[src/rtl/rv_rf_pkg.sv]
// rtl/rv_rf_pkg.sv - shared register-file widths, selector/data types and grant encoding
package rv_rf_pkg;
  localparam int REG_SEL_W = 5;
  localparam int XLEN      = 32;
  localparam int NUM_REGS  = 32;

  typedef logic [REG_SEL_W-1:0] reg_sel_t;
  typedef logic [XLEN-1:0]      xlen_t;

  typedef enum logic [1:0] {
    GRANT_NONE = 2'd0,
    GRANT_0    = 2'd1,
    GRANT_1    = 2'd2
  } grant_t;
endpackage

[src/rtl/rf_scoreboard.sv]
// rtl/rf_scoreboard.sv - pending long-latency write scoreboard with sticky protocol error
module rf_scoreboard
  import rv_rf_pkg::*;
(
  input  logic     clk,
  input  logic     rst,
  input  logic     issue_en,
  input  reg_sel_t issue_sel,
  input  logic     grant0,
  input  reg_sel_t sel0,
  input  logic     grant1,
  input  reg_sel_t sel1,
  input  reg_sel_t chk1_sel,
  input  reg_sel_t chk2_sel,
  output logic     chk1_busy,
  output logic     chk2_busy,
  output logic     err
);

  logic [NUM_REGS-1:0] busy;
  logic [NUM_REGS-1:0] busy_next;
  logic                err_now;

  // Set is applied after clear so a re-issue to a completing register stays busy.
  always_comb begin
    busy_next = busy;
    if (grant1) busy_next[sel1] = 1'b0;
    if (issue_en && (issue_sel != '0)) busy_next[issue_sel] = 1'b1;
    busy_next[0] = 1'b0;
  end

  always_comb begin
    err_now = 1'b0;
    if (issue_en && busy[issue_sel] && !(grant1 && (sel1 == issue_sel))) err_now = 1'b1;
    if (grant1 && (sel1 != '0) && !busy[sel1]) err_now = 1'b1;
    if (grant0 && busy[sel0]) err_now = 1'b1;
  end

  always_ff @(posedge clk) begin
    if (rst) begin
      busy <= '0;
      err  <= 1'b0;
    end else begin
      busy <= busy_next;
      err  <= err | err_now;
    end
  end

  assign chk1_busy = !rst && busy[chk1_sel];
  assign chk2_busy = !rst && busy[chk2_sel];

endmodule

[src/rtl/rf_wb_arbiter.sv]
// rtl/rf_wb_arbiter.sv - register-file write-port arbiter with starvation guard and busy scoreboard
module rf_wb_arbiter
  import rv_rf_pkg::*;
#(
  parameter int STARVE_LIMIT = 4
) (
  input  logic     clk,
  input  logic     rst,
  input  logic     req0Valid,
  input  reg_sel_t req0Sel,
  input  xlen_t    req0Data,
  output logic     req0Ready,
  input  logic     req1Valid,
  input  reg_sel_t req1Sel,
  input  xlen_t    req1Data,
  output logic     req1Ready,
  input  logic     issueEn,
  input  reg_sel_t issueSel,
  input  reg_sel_t chk1Sel,
  input  reg_sel_t chk2Sel,
  output logic     chk1Busy,
  output logic     chk2Busy,
  output reg_sel_t writeRegSel,
  output xlen_t    writeData,
  output logic     writeEn,
  output logic     err
);

  localparam logic [3:0] LIMIT = 4'(STARVE_LIMIT);

  logic [3:0] starve_cnt;
  grant_t     grant;

  // Long-latency requester wins once it has waited LIMIT cycles; otherwise pipeline first.
  always_comb begin
    grant = GRANT_NONE;
    if (!rst) begin
      if (req1Valid && (starve_cnt >= LIMIT)) grant = GRANT_1;
      else if (req0Valid)                     grant = GRANT_0;
      else if (req1Valid)                     grant = GRANT_1;
    end
  end

  always_comb begin
    writeRegSel = '0;
    writeData   = '0;
    case (grant)
      GRANT_0: begin
        writeRegSel = req0Sel;
        writeData   = req0Data;
      end
      GRANT_1: begin
        writeRegSel = req1Sel;
        writeData   = req1Data;
      end
      default: begin
        writeRegSel = '0;
        writeData   = '0;
      end
    endcase
  end

  assign req0Ready = (grant == GRANT_0);
  assign req1Ready = (grant == GRANT_1);
  assign writeEn   = (grant != GRANT_NONE) && (writeRegSel != '0);

  always_ff @(posedge clk) begin
    if (rst) begin
      starve_cnt <= '0;
    end else if (!req1Valid || (grant == GRANT_1)) begin
      starve_cnt <= '0;
    end else if (starve_cnt != 4'hF) begin
      starve_cnt <= starve_cnt + 4'd1;
    end
  end

  rf_scoreboard u_scoreboard (
    .clk       (clk),
    .rst       (rst),
    .issue_en  (issueEn),
    .issue_sel (issueSel),
    .grant0    (req0Ready),
    .sel0      (req0Sel),
    .grant1    (req1Ready),
    .sel1      (req1Sel),
    .chk1_sel  (chk1Sel),
    .chk2_sel  (chk2Sel),
    .chk1_busy (chk1Busy),
    .chk2_busy (chk2Busy),
    .err       (err)
  );

endmodule

[config.mk]
export PLATFORM = sky130hd
export DESIGN_NAME = rf_wb_arbiter
export DESIGN_NICKNAME = d
export VERILOG_FILES = /design/src/rtl/rv_rf_pkg.sv /design/src/rtl/rf_scoreboard.sv /design/src/rtl/rf_wb_arbiter.sv
export SDC_FILE = /design/constraint.sdc
export NUM_CORES = 1
export LEC_CHECK = 0
export ABC_AREA = 0
export CAP_MARGIN = 20
export CORE_MARGIN = 2
export CORE_UTILIZATION = 49
export CTS_CLUSTER_DIAMETER = 120
export DETAILED_ROUTE_END_ITERATION = 12
export GPL_ROUTABILITY_DRIVEN = 0
export HOLD_SLACK_MARGIN = 0.05
export PLACE_DENSITY = 0.88
export SYNTH_ARGS = -nofsm -noshare
export SYNTH_HDL_FRONTEND = slang
export SYNTH_SLANG_ARGS = --single-unit
export TNS_END_PERCENT = 5
[constraint.sdc]
create_clock -name clk -period 4.2 [get_ports clk]
set_input_delay 0.84 -clock clk [delete_from_list [all_inputs] [get_ports clk]]
set_output_delay 0.84 -clock clk [all_outputs]
set_load 0.01 [all_outputs]
==> flow_summary.ini, run 1 <==
[yosys]
yosysTopAreaCellShare_pct = 20.3
ys_warn_count = 0
yosys.area.top_type = dfxtp_1
synth_compound_area_share_pct = 22.4
synthFlopType = dfxtp_1
netlist_area_sq_mm = 0.00356
synth_fa_ha_area_share_pct = 1.41
synth-simple-area-share_pct = 22.2
avgSynthCellArea_sq_um = 8.29
async_reset_ff_share_pct = 0
synth.distinct_cells = 43
ys_seq_area_share_pct = 20.3
synth-xor-area-share_pct = 1.48
synth_edf_count = 0
yosys-top-cells-area = dfxtp_1 20%, mux4_2 13%, a22oi_1 9.1%, nor2b_1 7.0%, mux2i_1 5.6%
synth_cells = 429
synth_top_family_by_area = multiplexers
synth_seq_cells = 36
synthMuxAreaShare_pct = 27.0
synth_fp_nets = 527

[cells_and_area]
design_area_sq_mm = 0.00513
n_antenna_cell = 0
fillers = 578
syn_to_final_growth_pct = 44.3
layout.nets = 650
drive_gt1_share_pct = 12.5
postLayoutCoreUtil_pct = 71.9

[critical_path]
r2r_end = u_scoreboard.busy[16]
cp.required_ns = 3.36
path_max_fanout = 9
crit_path_end_kind = output port
rr_worst_depth = 8
crit_type = input pin to output port
slowest_delay_ns = 0.53
worstPathCellList = clkdlybuf4s50_1 -> buf_4 -> mux4_2 -> mux4_2 -> mux2i_1 -> nor2_1 -> clkdlybuf4s50_1
start_kind = input pin
worstSetupStartpoint = chk1Sel[0]
cp_slowest_cell = mux4_2
r2r-start = starve_cnt[2]
critPathArrivalTime_ns = 3.29
r2r_slack_ns = 1.95

[place]
dp_slack_ns = 0.0566
placed_cell_area_sq_mm = 0.00501
hpwl_mm = 9.77
port_buffers = 136

[power]
power_density_mw_per_mm2 = 190
leakage_nw = 1.80
vdd_drop_max_v = 0.000136

[route]
antenna_left = 0
drc = 0
num_vias = 4178
drt_iter0_drc = 543
dr.pass1.iters = 8
routed_wl_mm = 13.2
wire_per_inst_um = 20.2
viasPerCell = 6.41

[grt]
grt_pass1_wl_mm = 19.0
grt_antenna_before_repair = 0
grt_pass1_vias = 3834
grt_start_max_net_pins = 36
grt_usage_pct = 31.1
gr-total-overflow = 0

[sta]
fmax_ghz = 0.242
hold_slack_ns = 0.562
rsz0062_at_grt = false
slew_viol_final = 0
skew_ns = 0.00274
setup_ws_ns = 0.0712
relSlewSlack_pct = 34.1
worstMarginPinSlew_ns = 0.981
period_share_pct = 98.3
hold_violations = 0
fin_setup_tns_ns = 0
setup_viol_count_final = 0
post-route-min-period_ns = 4.13

[clocking]
htreeDepth = 2
cts-root-buf = clkbuf_8
clkSinkCount = 36
cts_inserted_buffers = 5
clock_latency_ns = 0.29
post_cts_buffers = 0
clockBufferDepth = 2
clkSlewWorstSetupHoldPaths_ns = 0.07
cts_tree = done

[floorplanning]
start_util_pct = 49.8
ioPinCount = 137
rows = 31
die_y_um = 89.2
die_area_sq_mm = 0.00795
die_x_um = 89.2
core_sq_mm = 0.00714

[min_path]
min_to = u_scoreboard.busy[3]
worstHoldStart = u_scoreboard.busy[3]
hold_class = flip-flop to flip-flop
hold_depth = 2

[flow_run]
cap_violations = 0

[run_status]
status = complete, no violations
[through the flow]
stage	cells	power, mW
CTS	652	0.968
detailed placement	644	0.666
floorplan	429	0.506
finish	652	0.975
global placement	644	0.658
global route	652	1.01
[report_power, final]
part	internal [mW]	leakage [nW]	switching, mW
clock network	0.176	0.0541	0.133
logic	0.174	1.45	0.135
registers	0.347	0.291	0.00934
[state kept, by name, summed over array words and instances, names as in the netlist]
register / count
starve_cnt: 4
u_scoreboard.busy: 31
u_scoreboard.err: 1
[cell type report]
class                           count  area [sq um]  area share [%]
Clock buffer                        5          68.8            1.34
Inverter                            3          11.3           0.219
Clock inverter                      3          42.5           0.829
Sequential cell                    36           721            14.0
Multi-Input combinational cell    350          2650            51.6
Tap cell                           99           124            2.41
Timing Repair Buffer              156          1510            29.5
[kinds of logic (layout without fill, tap and decap cells)]
| family | count (synthesis) | in the layout |
|---|---|---|
| AOI/OAI and AO/OA | 129 | 129 |
| xor gates and xnor gates | 6 | 6 |
| adders and majority gates | 4 | 4 |
| buffers and inverters | 43 | 167 |
| DFF | 36 | 36 |
| muxes | 61 | 61 |
| and+or+nand+nor | 150 | 150 |
[timing repair]
| action | 4_1_cts | 5_1_grt |
|---|---|---|
| resized for setup | 0 | 3 |
| hold buffers | 0 | 0 |
| endpoints found under the setup margin | 0 | 1 |
| endpoints found under the hold margin | 0 | 0 |
[per-layer routing]
metal  up-vias  share of wire [%]  track usage (%)
met4         0                5.7             16.3
met2       293                 47             49.4
met3        79                 11             5.72
li1       1855                  -                -
met1      1951                 36             40.5
met5         -                  0                0
[worst max-delay path by stage]
stage                     endpoint  slack, ns  depth (start not counted)
after floorplan            writeEn       0.52                         11
after global placement    chk2Busy       0.23                          7
after detailed placement  chk1Busy       0.06                          7
after CTS                 chk1Busy       0.05                          7
after global routing      chk1Busy     0.0001                          7
final                     chk1Busy       0.07                          7
[synthesized netlist by cell type (all sizes together), types with 4 or more instances]
library cell,count
nand3,9
dfxtp,36
mux4,25
xor2,4
o21ai,34
nand3b,6
clkbuf,25
mux2i,20
nor2b,40
a21oi,37
nand2,50
nor3b,7
ha,4
a22oi,43
nor2,14
and3,5
mux2,16
nor3,7
buf,15
[cell usage in the layout (no fill, tap or decap), types with 3 or more instances in the layout]
cell type	count
nor3b_1	7
nor2_1	14
inv_1	3
and3_1	5
mux2i_1	20
a211oi_1	3
o21ai_0	34
nand2_1	50
nor3_1	7
and3b_1	3
dfxtp_1	36
clkdlybuf4s50_1	135
nand3b_1	6
ha_1	3
a31oi_1	3
a22oi_1	43
mux4_1	4
nand3_1	9
mux4_2	21
clkbuf_8	5
a21oi_1	37
xor2_1	4
nor2b_1	40
mux2_2	16
buf_4	20
[worst max-delay path, delay by kind of cell]
family | cells | cell delay [ns]
multiplexers | 3 | 1.22
buffers and inverters | 3 | 1.16
AND/OR/NAND/NOR | 1 | 0.07
(Power assumes the default switching activity.)
==> run 2: changes to the inputs <==
Settings changed: GPL_ROUTABILITY_DRIVEN 0 to not set.
==> flow_summary.ini, run 2 (synthesis gave the netlist of run 1 again) <==
[cells_and_area]
reg_top3 = u_scoreboard.busy x31, starve_cnt x4, u_scoreboard.err x1
n_antenna_cell = 0
layout.nets = 648
design_area_sq_mm = 0.00511
drive_gt1_share_pct = 12.0
largest-register = u_scoreboard.busy
fillers = 541
syn_to_final_growth_pct = 43.8
largest_register_ffs = 31
final_common_cell = clkdlybuf4s50_1
layout_common_cells = 136 x clkdlybuf4s50_1, 50 x nand2_1, 43 x a22oi_1

[critical_path]
slowest_delay_ns = 0.52
worstSetupStartpoint = chk2Sel[0]
r2r_end = u_scoreboard.busy[28]
start_kind = input pin
r2r-start = starve_cnt[2]
path_max_fanout = 9
worstPathCellList = clkdlybuf4s50_1 -> buf_4 -> mux4_2 -> mux4_2 -> mux2i_1 -> nor2_1 -> clkdlybuf4s50_1
critPathArrivalTime_ns = 3.19
crit_buf_inv = 3
cp_slowest_cell = mux4_2
crit_type = input pin to output port
critPathTopFamily = buffers and inverters
r2r_slack_ns = 1.93
rr_worst_depth = 8
cp.required_ns = 3.36
crit_path_end_kind = output port

[sta]
period_share_pct = 96.0
skew_ns = 0.00888
relSlewSlack_pct = 32.7
rsz0062_at_grt = true
hold_violations = 0
setup_viol_count_final = 0
fmax_ghz = 0.248
hold_slack_ns = 0.556
post-route-min-period_ns = 4.03
worstMarginPinSlew_ns = 1.00
slew_viol_final = 0

[clocking]
post_cts_buffers = 0
post_cts_resized = 0
clock_latency_ns = 0.30
clkSinkCount = 36
htreeDepth = 2
cts_tree = done
clkSlewWorstSetupHoldPaths_ns = 0.07
clockBufferDepth = 2
cts_hold_buf = 0
cts-root-buf = clkbuf_8
cts_inserted_buffers = 5

[floorplanning]
rows = 31
die_x_um = 89.2
die_area_sq_mm = 0.00795
die_y_um = 89.2
ioPinCount = 137
start_util_pct = 49.8
core_sq_mm = 0.00714

[route]
drt_iter0_drc = 490
antenna_left = 0
wire_per_inst_um = 19.7
dr.pass1.iters = 6
viasPerCell = 6.32
drc = 0
routed_wl_mm = 12.8
num_vias = 4107

[place]
hpwl_mm = 9.64
globalplace.congestion = 0.957
port_buffers = 136
placed_cell_area_sq_mm = 0.00500

[min_path]
hold_class = flip-flop to flip-flop
worstHoldStart = starve_cnt[3]
min_to = starve_cnt[2]
hold_depth = 2

[grt]
gr-total-overflow = 0
grt_start_max_net_pins = 36
grt_antenna_before_repair = 0
grt_usage_pct = 30.2
grt_pass1_wl_mm = 18.6
grt_pass1_vias = 3792

[power]
power_density_mw_per_mm2 = 190
vdd_drop_max_v = 0.000127
finalPower_uw = 969
leakage_nw = 1.77

[run_status]
status = complete, no violations

[flow_run]
cap_violations = 0
run 2: report_power, final:
group	leakage (nW)	switching, mW	total (mW)	internal [mW]
Combinational	1.43	0.132	0.305	0.173
Sequential	0.291	0.00950	0.357	0.347
Clock	0.0541	0.132	0.308	0.176
run 2: final cells by class:
class	count	area, sq um	area share, %
Multi-Input combinational cell	350	2650	51.8
Timing Repair Buffer	154	1500	29.3
Sequential cell	36	721	14.1
Tap cell	99	124	2.42
Clock buffer	5	68.8	1.35
Clock inverter	3	42.5	0.832
Inverter	3	11.3	0.220
run 2: through the flow:
step	setup TNS [ns]	setup slack, ns	util (%)	std cells
floorplan	0	0.523	-	429
global placement	0	0.224	70.1	642
detailed placement	0	0.155	70.1	642
CTS	0	0.131	71.6	650
global route	-0.00199	-0.00199	71.7	650
finish	0	0.168	71.7	650
run 2: how the worst max path moves through the flow:
stage | end | slack (ns) | cells after the start
2_1_floorplan | writeEn | 0.52 | 11
3_3_place_gp | chk1Busy | 0.22 | 7
3_5_place_dp | chk2Busy | 0.15 | 7
4_1_cts | writeData[8] | 0.13 | 9
5_1_grt | writeEn | -0.002 | 10
6_report | chk2Busy | 0.17 | 7
run 2: per-layer routing:
| layer | vias up | share of wire (%) | GRT usage [%] |
|---|---|---|---|
| li1 | 1844 | - | - |
| met1 | 1943 | 38 | 40.0 |
| met2 | 268 | 48 | 48.6 |
| met3 | 52 | 10 | 5.54 |
| met4 | 0 | 3.4 | 12.6 |
| met5 | - | 0 | 0 |
run 2: worst register-to-register path, stage by stage (launching register included):
cell	delay (ns)
dfxtp_1	0.43
nor2_1	0.08
a21o_1	0.21
inv_1	0.06
ha_1	0.29
buf_4	0.20
or3b_2	0.56
o21ai_0	0.23
a21oi_1	0.09
